`src/rtl/complex_mult_pkg.sv`:
```
// Shared definitions for the complex multiplier engine: FSM state encoding,
// result width and fixed operation latency.
package complex_mult_pkg;

    // Engine sequencing: accept, two multiply passes, present result
    typedef enum logic [1:0] {
        IDLE  = 2'd0,
        MUL_1 = 2'd1,
        MUL_2 = 2'd2,
        DONE  = 2'd3
    } state_t;

    // Width of res_re/res_im; one bit above a product so the sum or
    // difference of two products can never wrap.
    function automatic int RES_WIDTH(input int dw);
        return 2 * dw + 1;
    endfunction

    // Cycles from the accepting edge to the edge that enters DONE
    function automatic int LATENCY_CYCLES(input int dw);
        return 2 * dw + 2;
    endfunction

    localparam int DEFAULT_DATA_WIDTH = 8;
    localparam int DEFAULT_LATENCY    = LATENCY_CYCLES(DEFAULT_DATA_WIDTH);

endpackage

```
`src/rtl/seq_signed_mult.sv`:
```
// Sequential signed shift-add multiplier. Multiplies operand magnitudes one
// bit per cycle and negates at the end when the signs differ. A start pulse
// loads x/y; exactly DATA_WIDTH cycles later product is updated and done
// pulses for one cycle.
module seq_signed_mult #(
    parameter int DATA_WIDTH = 8
) (
    input  logic                           clk,
    input  logic                           rstn,
    input  logic                           sw_rst,
    input  logic                           start,
    input  logic signed [DATA_WIDTH-1:0]   x,
    input  logic signed [DATA_WIDTH-1:0]   y,
    output logic signed [2*DATA_WIDTH-1:0] product,
    output logic                           done
);
    localparam int CW = $clog2(DATA_WIDTH + 1);

    logic [2*DATA_WIDTH-1:0]        mcand_reg;
    logic [2*DATA_WIDTH-1:0]        acc_reg;
    logic [2*DATA_WIDTH-1:0]        acc_next;
    logic [DATA_WIDTH-1:0]          mplier_reg;
    logic [DATA_WIDTH-1:0]          x_mag;
    logic [DATA_WIDTH-1:0]          y_mag;
    logic [CW-1:0]                  cnt_reg;
    logic                           busy_reg;
    logic                           neg_reg;
    logic                           done_reg;
    logic signed [2*DATA_WIDTH-1:0] product_reg;

    // Operand magnitudes (-2^(W-1) maps to 2^(W-1), which fits unsigned) and
    // the next partial sum
    always_comb begin
        x_mag    = x[DATA_WIDTH-1] ? $unsigned(-x) : $unsigned(x);
        y_mag    = y[DATA_WIDTH-1] ? $unsigned(-y) : $unsigned(y);
        acc_next = mplier_reg[0] ? (acc_reg + mcand_reg) : acc_reg;
    end

    // Load on start, then one shift-add step per cycle; last step applies sign
    always_ff @(posedge clk or negedge rstn) begin
        if (!rstn) begin
            mcand_reg   <= '0;
            acc_reg     <= '0;
            mplier_reg  <= '0;
            cnt_reg     <= '0;
            busy_reg    <= 1'b0;
            neg_reg     <= 1'b0;
            done_reg    <= 1'b0;
            product_reg <= '0;
        end else if (sw_rst) begin
            mcand_reg   <= '0;
            acc_reg     <= '0;
            mplier_reg  <= '0;
            cnt_reg     <= '0;
            busy_reg    <= 1'b0;
            neg_reg     <= 1'b0;
            done_reg    <= 1'b0;
            product_reg <= '0;
        end else begin
            done_reg <= 1'b0;
            if (start) begin
                mcand_reg  <= {{DATA_WIDTH{1'b0}}, x_mag};
                mplier_reg <= y_mag;
                acc_reg    <= '0;
                neg_reg    <= x[DATA_WIDTH-1] ^ y[DATA_WIDTH-1];
                cnt_reg    <= CW'(DATA_WIDTH);
                busy_reg   <= 1'b1;
            end else if (busy_reg) begin
                acc_reg    <= acc_next;
                mcand_reg  <= mcand_reg << 1;
                mplier_reg <= mplier_reg >> 1;
                cnt_reg    <= cnt_reg - 1'b1;
                if (cnt_reg == CW'(1)) begin
                    busy_reg    <= 1'b0;
                    done_reg    <= 1'b1;
                    product_reg <= neg_reg ? -$signed(acc_next) : $signed(acc_next);
                end
            end
        end
    end

    assign product = product_reg;
    assign done    = done_reg;

endmodule

```
`src/rtl/complex_mult_engine.sv`:
```
// Complex multiplier engine: (a+jb)*(c+jd) using two sequential multipliers
// over two passes (ac/bd, then ad/bc). Optional macro COMPLEX_MULT_CONJ_EN
// adds op_2_conj to multiply by the conjugate of op_2 instead.
module complex_mult_engine
    import complex_mult_pkg::*;
#(
    parameter int DATA_WIDTH = 8
) (
    input  logic                                  clk,
    input  logic                                  rstn,
    input  logic                                  sw_rst,
    input  logic                                  op_val,
    output logic                                  op_ready,
    input  logic signed [DATA_WIDTH-1:0]          op_1_re,
    input  logic signed [DATA_WIDTH-1:0]          op_1_im,
    input  logic signed [DATA_WIDTH-1:0]          op_2_re,
    input  logic signed [DATA_WIDTH-1:0]          op_2_im,
`ifdef COMPLEX_MULT_CONJ_EN
    input  logic                                  op_2_conj,
`endif
    output logic                                  res_val,
    input  logic                                  res_ready,
    output logic signed [RES_WIDTH(DATA_WIDTH)-1:0] res_re,
    output logic signed [RES_WIDTH(DATA_WIDTH)-1:0] res_im
);
    localparam int RW = RES_WIDTH(DATA_WIDTH);
    localparam int PW = 2 * DATA_WIDTH;

    state_t                  state_reg, state_next;
    logic signed [DATA_WIDTH-1:0] a_reg, b_reg, c_reg, d_reg;
    logic signed [DATA_WIDTH-1:0] m0_x, m0_y, m1_x, m1_y;
    logic signed [PW-1:0]    p_ac_reg, p_bd_reg;
    logic signed [PW-1:0]    mul0_product, mul1_product;
    logic                    mul0_done, mul1_done, mul_done, mul_start;
    logic signed [RW-1:0]    res_re_reg, res_im_reg;
    logic signed [RW-1:0]    ac_ext, bd_ext, ad_ext, bc_ext, re_calc, im_calc;
    logic                    conj_sel;

`ifdef COMPLEX_MULT_CONJ_EN
    logic conj_reg;

    // Conjugate select is captured with the operands
    always_ff @(posedge clk or negedge rstn) begin
        if (!rstn)                          conj_reg <= 1'b0;
        else if (sw_rst)                    conj_reg <= 1'b0;
        else if (state_reg == IDLE && op_val) conj_reg <= op_2_conj;
    end
    assign conj_sel = conj_reg;
`else
    assign conj_sel = 1'b0;
`endif

    assign mul_done = mul0_done & mul1_done;

    // Next state, handshake outputs and multiplier start/operand steering.
    // Pass 1 starts on the accepting edge straight from the input ports so
    // the two passes fit in 2*DATA_WIDTH+2 cycles; pass 2 uses held operands.
    always_comb begin
        state_next = state_reg;
        mul_start  = 1'b0;
        m0_x       = a_reg;
        m0_y       = d_reg;
        m1_x       = b_reg;
        m1_y       = c_reg;
        unique case (state_reg)
            IDLE: begin
                m0_x = op_1_re;
                m0_y = op_2_re;
                m1_x = op_1_im;
                m1_y = op_2_im;
                if (op_val) begin
                    state_next = MUL_1;
                    mul_start  = 1'b1;
                end
            end
            MUL_1: begin
                if (mul_done) begin
                    state_next = MUL_2;
                    mul_start  = 1'b1;
                end
            end
            MUL_2: begin
                if (mul_done) state_next = DONE;
            end
            DONE: begin
                if (res_ready) state_next = IDLE;
            end
            default: state_next = IDLE;
        endcase
    end

    // State register
    always_ff @(posedge clk or negedge rstn) begin
        if (!rstn)       state_reg <= IDLE;
        else if (sw_rst) state_reg <= IDLE;
        else             state_reg <= state_next;
    end

    // Combine the four sign-extended products into the result
    always_comb begin
        ac_ext = {p_ac_reg[PW-1], p_ac_reg};
        bd_ext = {p_bd_reg[PW-1], p_bd_reg};
        ad_ext = {mul0_product[PW-1], mul0_product};
        bc_ext = {mul1_product[PW-1], mul1_product};
        if (conj_sel) begin
            re_calc = ac_ext + bd_ext;
            im_calc = bc_ext - ad_ext;
        end else begin
            re_calc = ac_ext - bd_ext;
            im_calc = ad_ext + bc_ext;
        end
    end

    // Operand capture, pass-1 product holding and result registers
    always_ff @(posedge clk or negedge rstn) begin
        if (!rstn) begin
            a_reg <= '0; b_reg <= '0; c_reg <= '0; d_reg <= '0;
            p_ac_reg <= '0; p_bd_reg <= '0;
            res_re_reg <= '0; res_im_reg <= '0;
        end else if (sw_rst) begin
            a_reg <= '0; b_reg <= '0; c_reg <= '0; d_reg <= '0;
            p_ac_reg <= '0; p_bd_reg <= '0;
            res_re_reg <= '0; res_im_reg <= '0;
        end else begin
            if (state_reg == IDLE && op_val) begin
                a_reg <= op_1_re;
                b_reg <= op_1_im;
                c_reg <= op_2_re;
                d_reg <= op_2_im;
            end
            if (state_reg == MUL_1 && mul_done) begin
                p_ac_reg <= mul0_product;
                p_bd_reg <= mul1_product;
            end
            if (state_reg == MUL_2 && mul_done) begin
                res_re_reg <= re_calc;
                res_im_reg <= im_calc;
            end
        end
    end

    seq_signed_mult #(.DATA_WIDTH(DATA_WIDTH)) u_mul0 (
        .clk(clk), .rstn(rstn), .sw_rst(sw_rst), .start(mul_start),
        .x(m0_x), .y(m0_y), .product(mul0_product), .done(mul0_done)
    );

    seq_signed_mult #(.DATA_WIDTH(DATA_WIDTH)) u_mul1 (
        .clk(clk), .rstn(rstn), .sw_rst(sw_rst), .start(mul_start),
        .x(m1_x), .y(m1_y), .product(mul1_product), .done(mul1_done)
    );

    assign op_ready = (state_reg == IDLE);
    assign res_val  = (state_reg == DONE);
    assign res_re   = res_re_reg;
    assign res_im   = res_im_reg;

endmodule

```
`config.mk`:
```
export PLATFORM = sky130hd
export DESIGN_NAME = complex_mult_engine
export DESIGN_NICKNAME = d
export VERILOG_FILES = /design/src/rtl/complex_mult_pkg.sv /design/src/rtl/seq_signed_mult.sv /design/src/rtl/complex_mult_engine.sv
export SDC_FILE = /design/constraint.sdc
export NUM_CORES = 1
export LEC_CHECK = 0
export ABC_AREA = 1
export BUFFER_PORTS_ARGS = -buffer_cell sky130_fd_sc_hd__buf_2
export CORE_MARGIN = 3
export CORE_UTILIZATION = 24
export CTS_CLUSTER_SIZE = 16
export DETAILED_ROUTE_END_ITERATION = 8
export GPL_TIMING_DRIVEN = 1
export PLACE_DENSITY_LB_ADDON = 0.25
export SYNTH_ARGS = -nofsm -noshare
export SYNTH_HDL_FRONTEND = slang
export SYNTH_SLANG_ARGS = --single-unit
```
`constraint.sdc`:
```
create_clock -name clk -period 3.3 [get_ports clk]
set_input_delay 0.33 -clock clk [delete_from_list [all_inputs] [get_ports clk]]
set_output_delay 0.33 -clock clk [all_outputs]
set_load 0.005 [all_outputs]
```
# Word level (Yosys, flattened, before mapping)
# Index checks and enable logic that the tools add are counted.
# Widths: inputs -> output; s select.
# op_classes
n_addsub	12
eq_ne	10
mux	89
bitwise	3
n_reduce_logical	17
# ops
operator	n
$mux 16	28
$mux 8	22
$mux 17	4
$add 16x16->16	2
$neg 16->16	2
$neg 8->8	4
$mux 4	6
$mux 1	22
$add 16x16->17	1
$sub 16x16->17	1
$reduce_bool 2->1	8
$mux 2	5
$ne 3x3->1 const B	3
$eq 4x1->1 const B	2
$pmux 2 s4	1
$sub 4x1->4 const B	2
$reduce_and 3->1	2
$reduce_bool 3->1	2
$eq 2x2->1 const B	2
$reduce_and 4->1	1
$logic_and 1x1->1	3
$ne 3x2->1 const B	1
$eq 2x1->1 const B	1
$logic_not 2->1	1
other kinds (4)	5
# word_totals
register_bits	226
input_bits	37
output_inout_bits	36

# Depth between registers and ports, before layout
# depth
ltp_word	8
ltp_mapped	19
depth_no_buf	19

# Modules after synthesis
# Synthesis repeated with hierarchy kept, for this count alone.
# unflattened
hier_cells	2141
area_unflattened_um2	14909.3
# by_module_without_submodules
module	instances	cells_per_inst	area_per_inst_um2	seq_area_each_um2
complex_mult_engine	1	879	6246.0	2502.4
seq_signed_mult (u_mul1)	1	633	4345.4	1576.5
seq_signed_mult (u_mul0)	1	629	4317.9	1576.5

# Worst setup path before layout
# Ideal clock, no wire load.
# synth_path
path_type	reg-to-reg
startpoint	register u_mul0.acc_reg[0]
endpoint	register u_mul0.product_reg[14] (netlist: u_mul0.product[14])
setup_ns	0.117
arrival_ns	2.279
slack_ns	0.904
stages_incl_launch_ff	18
n_path_buf	0
synth_period_minus_slack_ns	2.396
path_cell_list	dfrtp_1 > ha_1 > fa_1 > o21ai_2 > ha_1 > inv_1 > nor2_1 > nand3_1 > nor2_1 > nand2_1 > nor2_1 > nand2_1 > nand2_2 > nand2_1 > nand2_1 > nand2_1 > nand2_1 > nand2_1
# synth_via
elab_chain_cells	8
# synth_rtl
item	line	text
start, declared	seq_signed_mult.sv:20	logic [2*DATA_WIDTH-1:0] acc_reg;
start signal, assigned	seq_signed_mult.sv:69	acc_reg <= acc_next;
$add 16x16->16	seq_signed_mult.sv:36	acc_next = mplier_reg[0] ? (acc_reg + mcand_reg) : acc_reg;
$mux 16 *	seq_signed_mult.sv:36	
$neg 16->16	seq_signed_mult.sv:76	product_reg <= neg_reg ? -$signed(acc_next) : $signed(acc_next);
$mux 16 *	seq_signed_mult.sv:76	
$mux 16 *	seq_signed_mult.sv:73	if (cnt_reg == CW'(1)) begin
$mux 16 *	seq_signed_mult.sv:68	end else if (busy_reg) begin
$mux 16 *	seq_signed_mult.sv:61	if (start) begin
$mux 16 *	seq_signed_mult.sv:50	end else if (sw_rst) begin
end signal, assigned	seq_signed_mult.sv:76	
end, declared	seq_signed_mult.sv:29	logic signed [2*DATA_WIDTH-1:0] product_reg;
# Mark *: on every way between the ends. The rest lies on a longest branch, timed or not. The select of a mux whose other input is x is not followed.
# A chain may end at the register's enable or synchronous reset.

# Worst setup path in the final report
# Ends and elaborated chain as after synthesis.

==> results.toml <==
[outcome]
status = "finished clean"

[synthesis]
async_flop_share_pct = 100
syn-instance-count = 1916
synth_cell_types = 46
synth_edf_count = 0
ys_dominant_reg_cell = "dfrtp_1"
yosys_warnings = 0
synth_seq_cells = 226
syn_nets = 2033
syn_area_um2 = 14100
ys_seq_area_share_pct = 40.2
postSynthAreaPerCell_um2 = 7.34

[floorplan]
fp.coreArea_um2 = 57800
die_h_um = 248
io_pins = 73
dieArea_um2 = 61500
initial_utilization_pct = 24.3
fp-row-count = 88
dieWidth_um = 248

[setup_path]
start_kind = "register"
worstPathArrival_ps = 3120
cp_max_fo = 6
r2r-start = "u_mul0.acc_reg[0]"
worstSetupEndpointType = "register"
critPathKind = "reg -> reg"
required_ps = 3760
rrSetupSlack_ps = 640
ff2ff_path_depth = 17
rr_endpoint = "u_mul0.product[14]"

[clock_tree]
htree_levels = 1
cts_num_sinks = 226
cts_buffer_depth = 3
ctsRootBufferMaster = "clkbuf_16"
cts_resized = 0
clock_latency_ps = 570
cts_tree = "done"
cts_hold_buffers = 1
cts_buffers = 28
path_clk_slew_ps = 60
post-cts-setup-buffers = 0

[final_layout]
layout-drive-gt1-share_pct = 9.93
nets = 2100
num-fill-cells = 6360
mostFrequentLayoutCells = "511 x nand2_1, 269 x inv_1, 226 x dfrtp_1, 183 x nand3_1, 148 x o21ai_0"
area_growth_pct = 15.7
fin_area_um2 = 16300
antenna_cells = 0
final_common_cell = "nand2_1"

[global_routing]
antenna_found_initial = 0
grt_first_pass_wirelength_um = 66600
grt_pass1_vias = 12000
overflow = 0
grt.total_usage_pct = 13.3
grt_max_degree = 93

[power]
intPower_mw = 6.08
power.clock.fraction_pct = 30.7
p_seq_share_pct = 32.5
p_switching_mw = 4.13
p_leak_nw = 8.29
cellPowerDensity_nw_per_um2 = 628
swShare_pct = 40.5
ir_drop_mv = 0.393
combPwrFrac_pct = 36.8

[job]
max_cap_violations = 0

[timing]
setup_tns_ps = 0
fmax_mhz = 376
worst_slew_pin_slew_ps = 981
post-route-period-util_pct = 80.6
min_period_ps = 2660
skew_ps = 26.5
drv_slew = 0
setup_viol = 0
relSlewSlack_pct = 34.6
finalHoldViolCount = 0
rsz0062_at_grt = "no"
worst_slack_ps = 642

[route]
wl_per_cell_um = 14.6
wl_um = 40500
drt_first_pass_iters = 5
drt_iter0_markers = 835
routed_via_density = 4.56
drcViolationCount = 0
route.antenna.remaining_nets = 0
vias = 12600

[place]
place_hpwl_um = 30300
place.gp.congestion = 0.821
post_dp_cell_area_um2 = 15300
place_ws_ps = 650
io_buffers = 72

[min_path]
hp-start = "op_1_re[2]"
whs_path_depth = 3
min_path_type = "in -> reg"
whs_endpoint = "a_reg[2]"
[cell usage after synthesis, drive strengths merged, types with 2 or more instances]
master | n | share of area (%)
xor2 | 25 | 1.6
inv | 287 | 7.7
dfrtp | 226 | 40
and2 | 5 | 0.22
a31oi | 5 | 0.22
a22oi | 8 | 0.43
a22o | 4 | 0.25
xnor2 | 6 | 0.37
a21o | 6 | 0.32
buf | 29 | 1.0
fa | 4 | 0.57
nand4 | 16 | 0.71
a211oi | 2 | 0.11
o221ai | 7 | 0.44
a32o | 2 | 0.14
o211ai | 7 | 0.37
clkinv | 4 | 0.11
nand3 | 185 | 6.7
or2 | 3 | 0.13
a21oi | 84 | 3.0
nor3 | 11 | 0.43
nand2 | 522 | 14
a31o | 2 | 0.12
ha | 76 | 6.8
clkbuf | 32 | 0.85
o21ai | 185 | 6.9
o22ai | 60 | 2.7
nor2 | 99 | 2.8
o31ai | 10 | 0.53
[how the worst max path moves through the flow]
stage / startpoint / slack [ps] / end
2_1_floorplan: u_mul0.acc_reg[0] / 900 / u_mul0.product[14]
3_3_place_gp: u_mul0.acc_reg[0] / 640 / u_mul0.product[14]
3_5_place_dp: u_mul0.acc_reg[0] / 650 / u_mul0.product[14]
4_1_cts: u_mul0.acc_reg[0] / 640 / u_mul0.product[14]
5_1_grt: u_mul0.acc_reg[0] / 380 / u_mul0.product[14]
6_report: u_mul0.acc_reg[0] / 640 / u_mul0.product[14]
[routing by layer]
| metal | part of all wire, % | wire, um | track usage (%) | up-vias |
|---|---|---|---|---|
| met5 | 0 | 0 | 0 | - |
| met4 | 1.4 | 578 | 2.39 | 0 |
| met3 | 4.4 | 1760 | 1.81 | 32 |
| met2 | 43 | 17400 | 20.3 | 223 |
| met1 | 51 | 20800 | 20.1 | 5935 |
| li1 | - | - | - | 6438 |
[kinds of logic (layout without fill, tap and decap cells)]
logic type | Yosys count | count (layout) | share of synthesized area, %
buf+inv | 352 | 441 | 9.67
compound gates | 386 | 386 | 15.8
flops | 226 | 226 | 40.2
fa+ha+maj | 80 | 80 | 7.33
xor+xnor | 31 | 31 | 1.93
simple gates | 841 | 841 | 25.1
[per-stage QoR]
stage	util, %	hold WS [ps]	std cells	power (mW)
after floorplan	-	34.4	1916	6.15
after global placement	26.5	427	2717	7.09
after detailed placement	26.5	431	2717	7.15
after CTS	28.1	0.466	2770	10.4
after global routing	28.1	18.0	2770	11.0
final	28.1	33.3	2770	10.2
[worst max-delay path, stage by stage (launching register included)]
cell and delay (ps):
dfrtp_1 380, ha_1 250, fa_1 460, o21ai_2 220
ha_1 200, inv_1 40, nor2_1 100, nand3_1 110
nor2_1 110, nand2_1 80, nor2_1 140, nand2_1 80
nand2_2 110, nand2_1 70, nand2_1 50, nand2_1 50
nand2_1 50, nand2_1 50
[final cells by class]
| cell class | count | area, um2 | share of cell area, % |
|---|---|---|---|
| sequential | 226 | 5660 | 34.8 |
| multi-input combinational | 1338 | 7050 | 43.3 |
| inverter | 291 | 1090 | 6.71 |
| timing repair buffer | 98 | 581 | 3.57 |
| tap | 765 | 957 | 5.88 |
| clock buffer | 39 | 823 | 5.06 |
| clock inverter | 13 | 113 | 0.692 |
[power by group through the flow]
stage          Combinational, mW  Clock (mW)  Sequential (mW)
3_5_place_dp                3.78           0             3.37
2_1_floorplan               2.88           0             3.27
6_report                    3.76        3.13             3.32
5_1_grt                     4.32        3.36             3.37
4_1_cts                     3.80        3.23             3.32
3_3_place_gp                3.73           0             3.36
Power figures use the tool's default switching activity.
